===== config.mk =====
export PLATFORM = sky130hd
export DESIGN_NAME = fifo_wr_arb
export DESIGN_NICKNAME = d
export VERILOG_FILES = /design/src/rtl/fifo_wr_arb.sv
export SDC_FILE = /design/constraint.sdc
export NUM_CORES = 1
export LEC_CHECK = 0
export BUFFER_PORTS_ARGS = -buffer_cell sky130_fd_sc_hd__buf_2
export CAP_MARGIN = 20
export CORE_MARGIN = 4
export CORE_UTILIZATION = 41
export CTS_BUF_LIST = sky130_fd_sc_hd__clkbuf_4
export CTS_CLUSTER_SIZE = 24
export DETAILED_ROUTE_END_ITERATION = 7
export PLACE_DENSITY = 0.82
export SLEW_MARGIN = 10
export SYNTH_ARGS = -nofsm -noshare
export SYNTH_HDL_FRONTEND = slang
export SYNTH_SLANG_ARGS = --single-unit

===== constraint.sdc =====
create_clock -name wclk -period 2.24 [get_ports wclk]
set_clock_uncertainty 0.05 [all_clocks]
set_input_delay 0.448 -clock wclk [delete_from_list [all_inputs] [get_ports wclk]]
set_output_delay 0.448 -clock wclk [all_outputs]
set_load 0.1 [all_outputs]

===== src/rtl/fifo_wr_arb.sv =====
// Round-robin arbiter that lets NREQ write-domain producers share one async-FIFO write port.
// Latency: 1 arbitration cycle in IDLE, then up to BURST words on consecutive cycles.
// Backpressure: wfull drops gnt/winc combinationally; the grant holds (beat frozen) until it clears.
module fifo_wr_arb #(
    parameter int DSIZE = 8,
    parameter int NREQ  = 4,
    parameter int BURST = 4,
    localparam int OW   = (NREQ > 1) ? $clog2(NREQ) : 1
) (
    input  logic                  wclk,
    input  logic                  wrst_n,
    input  logic [NREQ-1:0]       req,
    input  logic [NREQ*DSIZE-1:0] req_data,
    input  logic                  wfull,
    output logic [NREQ-1:0]       gnt,
    output logic                  winc,
    output logic [DSIZE-1:0]      wdata,
    output logic [OW-1:0]         owner,
    output logic                  busy
);

    localparam int BW = (BURST > 1) ? $clog2(BURST) : 1;

    typedef enum logic {
        IDLE,
        GRANT
    } state_t;

    state_t          state, state_nxt;
    logic [OW-1:0]   last, last_nxt;
    logic [OW-1:0]   owner_nxt;
    logic [BW-1:0]   beat, beat_nxt;
    logic [OW-1:0]   pick;
    logic            pick_vld;
    logic            req_own;

    // Circular priority search starting one past the last finished owner.
    always_comb begin
        pick     = '0;
        pick_vld = 1'b0;
        for (int k = 1; k <= NREQ; k++) begin
            for (int i = 0; i < NREQ; i++) begin
                if (!pick_vld && req[i] && (((int'(last) + k) % NREQ) == i)) begin
                    pick     = OW'(i);
                    pick_vld = 1'b1;
                end
            end
        end
    end

    // Owner's request bit and data slice, selected with constant indices only.
    always_comb begin
        req_own = 1'b0;
        wdata   = '0;
        for (int i = 0; i < NREQ; i++) begin
            if (owner == OW'(i)) begin
                req_own = req[i];
                wdata   = req_data[i*DSIZE +: DSIZE];
            end
        end
    end

    // Next-state and Moore/Mealy outputs; grant outputs are gated by wfull with no lookahead.
    always_comb begin
        state_nxt = state;
        last_nxt  = last;
        owner_nxt = owner;
        beat_nxt  = beat;
        gnt       = '0;
        winc      = 1'b0;
        busy      = 1'b0;
        case (state)
            IDLE: begin
                if (pick_vld) begin
                    owner_nxt = pick;
                    beat_nxt  = '0;
                    state_nxt = GRANT;
                end
            end
            GRANT: begin
                busy = 1'b1;
                for (int i = 0; i < NREQ; i++) begin
                    gnt[i] = (owner == OW'(i)) & ~wfull;
                end
                winc = req_own & ~wfull;
                if (winc) begin
                    if (beat == BW'(BURST - 1)) begin
                        last_nxt  = owner;
                        state_nxt = IDLE;
                    end else begin
                        beat_nxt = beat + BW'(1);
                    end
                end else if (!req_own) begin
                    // Requester let go before its burst was used up.
                    last_nxt  = owner;
                    state_nxt = IDLE;
                end
            end
            default: state_nxt = IDLE;
        endcase
    end

    // State register; last resets to NREQ-1 so requester 0 wins the first arbitration.
    always_ff @(posedge wclk or negedge wrst_n) begin
        if (!wrst_n) begin
            state <= IDLE;
            last  <= OW'(NREQ - 1);
            owner <= '0;
            beat  <= '0;
        end else begin
            state <= state_nxt;
            last  <= last_nxt;
            owner <= owner_nxt;
            beat  <= beat_nxt;
        end
    end

endmodule


; Word-level counts from Yosys, hierarchy flattened
; Index checks and enable logic that the tools add are counted.
[word_totals]
ff_bits = 7
output_inout_bits = 16
[classes]
add_sub_neg = 5
reduce_logical = 58
n_eq_ne = 21
n_bitwise = 11
mux = 54
[op_table]
columns = operator, n
row1 = $logic_not 32->1, 4
row2 = $mux 2, 20
row3 = $mux 8, 4
row4 = $logic_and 1x1->1, 31
row5 = $mux 1, 27
row6 = $eq 3x3->1 const B, 8
row7 = $logic_not 1->1, 15
row8 = $eq 3x2->1 const B, 4
row9 = $reduce_or 2->1, 4
row10 = $add 2x1->2 const B, 3
row11 = $eq 2x2->1 const B, 3
row12 = $ne 2x1->1 const B, 3
row13 = $reduce_and 3->1, 2
row14 = $and 1x1->1, 5
row15 = $add 2x2->2 const B, 2
row16 = $and 1x1->1 const A, 4
row17 = $mux 4, 1
row18 = $ne 2x2->1 const B, 2
row19 = $pmux 2 s2, 1
row20 = $eq 2x1->1 const B, 1
row21 = $logic_not 2->1, 1
row22 = $not 1->1, 2
row23 = $pmux 1 s2, 1
row24 = $reduce_and 2->1, 1

; Logic depth before layout (Yosys ltp)
[depth]
ltp_word = 68
depth_mapped = 5

; Worst setup path before layout
; OpenSTA, ideal clock, no wires.
[synth_timing]
path_type = flip-flop to output port
from = reg state
to = out gnt[0]
required_time_ps = 1742
setup_slack_ps = -1975
stages_incl_launch_ff = 4
path_buffers = 1
t_arrival_ps = 3717
cell_sequence = dfrtp_1 > buf_2 > nor2b_1 > nor3b_1
[synth_between]
elab_chain_cells = 1
[synth_rtl]
columns = item, line_no
row1 = start: declaration, 29  ; state_t state, state_nxt;
row2 = start signal: assignment, 111  ; state <= state_nxt;
row3 = $mux 4, 72  ; case (state)
row4 = end: declaration, 15  ; output logic [NREQ-1:0] gnt,
; No other way between the ends.

; Worst setup path after layout
[layout_timing]
from = reg owner[0]
to = out wdata[6]
[layout_between]
elab_chain_cells = 5
[layout_rtl]
columns = item, line_no
row1 = start: declaration, 18  ; output logic [OW-1:0] owner,
row2 = start signal: assignment, 113  ; owner <= owner_nxt;
row3 = $logic_not 2->1, 56  ; if (owner == OW'(i)) begin
row4 = $mux 8 (3 in series), 56
row5 = $mux 8 *, 56
row6 = end: declaration, 17  ; output logic [DSIZE-1:0] wdata,
; Mark *: on every way between the ends. The rest lies on a longest branch, timed or not.

==> results_dict.tcl <==
set metrics [dict create \
    setup_tns_ps 0 \
    wl_met1_microns 823 \
    crit_fanout 16 \
    synth_top_area_share_pct 17.3 \
    synthTopCellsByArea "dfrtp_1 (17%), mux4_1 (15%), mux4_2 (12%)" \
    start_util_pct 45.4 \
    setup_viol 0 \
    grt_pass1_vias 794 \
    cts_buffer_depth 2 \
    worstPathArrival_ps 1650 \
    dieArea_sq_um 2500 \
    highest_layer "met3" \
    gr-usage-all-layers_pct 17.2 \
    synth_simple_gate_area_share_pct 19.2 \
    synth_edf_count 0 \
    post-route-drc-count 0 \
    cts_tree "built" \
    slew_headroom_pct 63.4 \
    via_per_inst 5.28 \
    fin_nets 162 \
    grt_max_degree 19 \
    max_slew.worst_pin.slew_ps 544 \
    cp_num_buf_inv 1 \
    rsz0062_at_grt "true" \
    drive_gt1_share_pct 66.9 \
    critical_path.cell_chain "mux4_2 -> buf_2" \
    antenna_found_initial 0 \
    critPathTopFamily "flip-flops" \
    totalWireLength_mm 2.05 \
    synth_seq_area_share_pct 24.6 \
    async_reset_ff_share_pct 100 \
    yosys.area.top_type "dfrtp_1" \
    die_width_microns 50 \
    synth-compound-area-share_pct 11.6 \
    ys_types 33 \
    antenna_left 0 \
    cts.clk_slew.worst_paths_ps 60 \
    num_rows 14 \
    synth_warnings 0 \
    clock_latency_ps 250 \
    core_sq_um 1590 \
    numPortBuffers 54 \
    fmax_mhz 466 \
    end_kind "output port" \
    crit_type "reg -> out" \
    wl_per_cell_microns 14.1 \
    cts_root_buf "clkbuf_4" \
    cp_slowest_cell "dfrtp_4" \
    syn_area_sq_um 723 \
    hold_viol 0 \
    critPathMaxStageDelay_ps 560 \
    synth_top_family_by_area "multiplexers" \
    cap_viol_max_count 0 \
    drt-initial-drc-count 1 \
    area_growth_pct 51.9 \
    hp-class "reg -> reg" \
    htreeDepth 1 \
    grt_overflow 0 \
    status "complete, no violations" \
    syn_nets 106 \
    gp_congestion 0.756 \
    min_period_over_period_pct 95.7 \
    ios 55 \
    numCtsBuffers 3 \
    wl_met3_microns 197 \
    detailroute.via_count 765 \
    synthFlopType "dfrtp_1" \
    synthAdderAreaFrac_pct 1.73 \
    num_antenna_cells 0 \
    required_ps 1740 \
    synth-seq-cells 7 \
    fp.dieH_microns 50 \
    worst_slack_ps 96.1 \
    fin_crit_ps 2140 \
    dr.pass1.iters 4 \
    synth.most_common_cell "dfrtp_1" \
    synthMuxAreaShare_pct 38.2 \
    synth_xor_area_share_pct 0 \
    slew_violations 0 \
    syn_area_per_cell_sq_um 11.0 \
    netlist_instances 66 \
    grt_pass1_wl_mm 3.48 \
    dp_slack_ps 271 \
    cp-start-kind "register" \
    dr_wl_met2_mm 1.03 \
    clock-sinks 7 \
]
## repair_timing
| item | CTS | global route |
|---|---|---|
| endpoints found under the setup margin | 0 | 7 |
| hold buffers | 1 | 0 |
| hold endpoints to repair | 5 | 0 |
| gates resized for setup | 0 | 5 |
| buffers inserted | 0 | 1 |
## metal layers
layer / global-route usage [%] / vias up
li1: - / 367
met2: 31.3 / 41
met4: 4.15 / 0
met5: 0 / -
met3: 3.61 / 0
met1: 20.1 / 357
## placed cells by master (no fill, tap or decap)
| cell type | netlist | layout |
|---|---|---|
| buf_2 | 3 | 51 |
| mux4_2 | 4 | 6 |
| nand2b_1 | 4 | 4 |
| o21ai_0 | 4 | 4 |
| clkbuf_4 | 0 | 4 |
| nand2_1 | 3 | 3 |
| nor2_1 | 4 | 3 |
| mux2i_1 | 4 | 3 |
| a21oi_1 | 3 | 3 |
| buf_4 | 0 | 3 |
| dfrtp_4 | 0 | 3 |
| mux4_1 | 4 | 2 |
| mux2_4 | 2 | 2 |
| nor2b_1 | 3 | 2 |
| a21o_1 | 2 | 2 |
| dfrtp_1 | 5 | 2 |
| dfstp_2 | 2 | 2 |
| nor2b_4 | 0 | 1 |
| nor2_4 | 0 | 1 |
| and3b_2 | 0 | 1 |
| nor3b_4 | 0 | 1 |
| nand3_1 | 1 | 1 |
| mux2i_2 | 0 | 1 |
| or3_1 | 1 | 1 |
| nor4_1 | 1 | 1 |
| and2_2 | 0 | 1 |
| and3_2 | 0 | 1 |
| nand3_2 | 1 | 1 |
| o211ai_1 | 1 | 1 |
| o221ai_1 | 1 | 1 |
| o31ai_1 | 1 | 1 |
| nand3b_1 | 1 | 1 |
| mux2_2 | 1 | 1 |
| inv_1 | 1 | 1 |
| nor3_1 | 1 | 1 |
| o32a_1 | 1 | 1 |
| ha_1 | 1 | 1 |
| dlygate4sd3_1 | 0 | 1 |
| buf_12 | 0 | 1 |
## final timing paths
check | from | end | slack [ps] | cells after the start
setup / recovery | owner[0] | wdata[6] | 100 | 2
hold / removal | beat[0] | beat[0] | 440 | 1
setup reg to reg | beat[0] | last[0] | 580 | 5
hold reg to reg | beat[0] | beat[0] | 440 | 1
max in group asynchronous | wrst_n | last[0] | 1390 | 2
min in group asynchronous | wrst_n | beat[0] | 510 | 2
## flip-flops by register name (all words and copies together) (netlist names)
| signal | cells |
|---|---|
| beat | 2 |
| last | 2 |
| owner | 2 |
| state | 1 |
## through the flow
step | cells | hold WS (ps) | cell area [sq um] | util (%)
3_5_place_dp | 139 | 239 | 1040 | 65.4
6_report | 145 | 441 | 1100 | 68.9
3_3_place_gp | 139 | 233 | 1040 | 65.4
2_1_floorplan | 66 | 102 | 786 | -
4_1_cts | 144 | 452 | 1080 | 67.9
5_1_grt | 145 | 478 | 1100 | 68.9
## cell type report
cell class	count	area (sq um)
multi-input combinational	53	538
inverter	1	3.75
fill	127	495
tap	24	30.0
sequential	7	189
clock buffer	4	30.0
timing repair buffer	56	308
## cells by family after synthesis
group                      after synthesis
AOI/OAI and AO/OA                       13
adders and majority gates                1
DFF                                      7
muxes                                   15
buffers and inverters                    6
and+or+nand+nor                         24
Power is left out: the tool's default activity adds up to more than one toggle a clock period on the data nets, which glitch-free logic cannot reach.
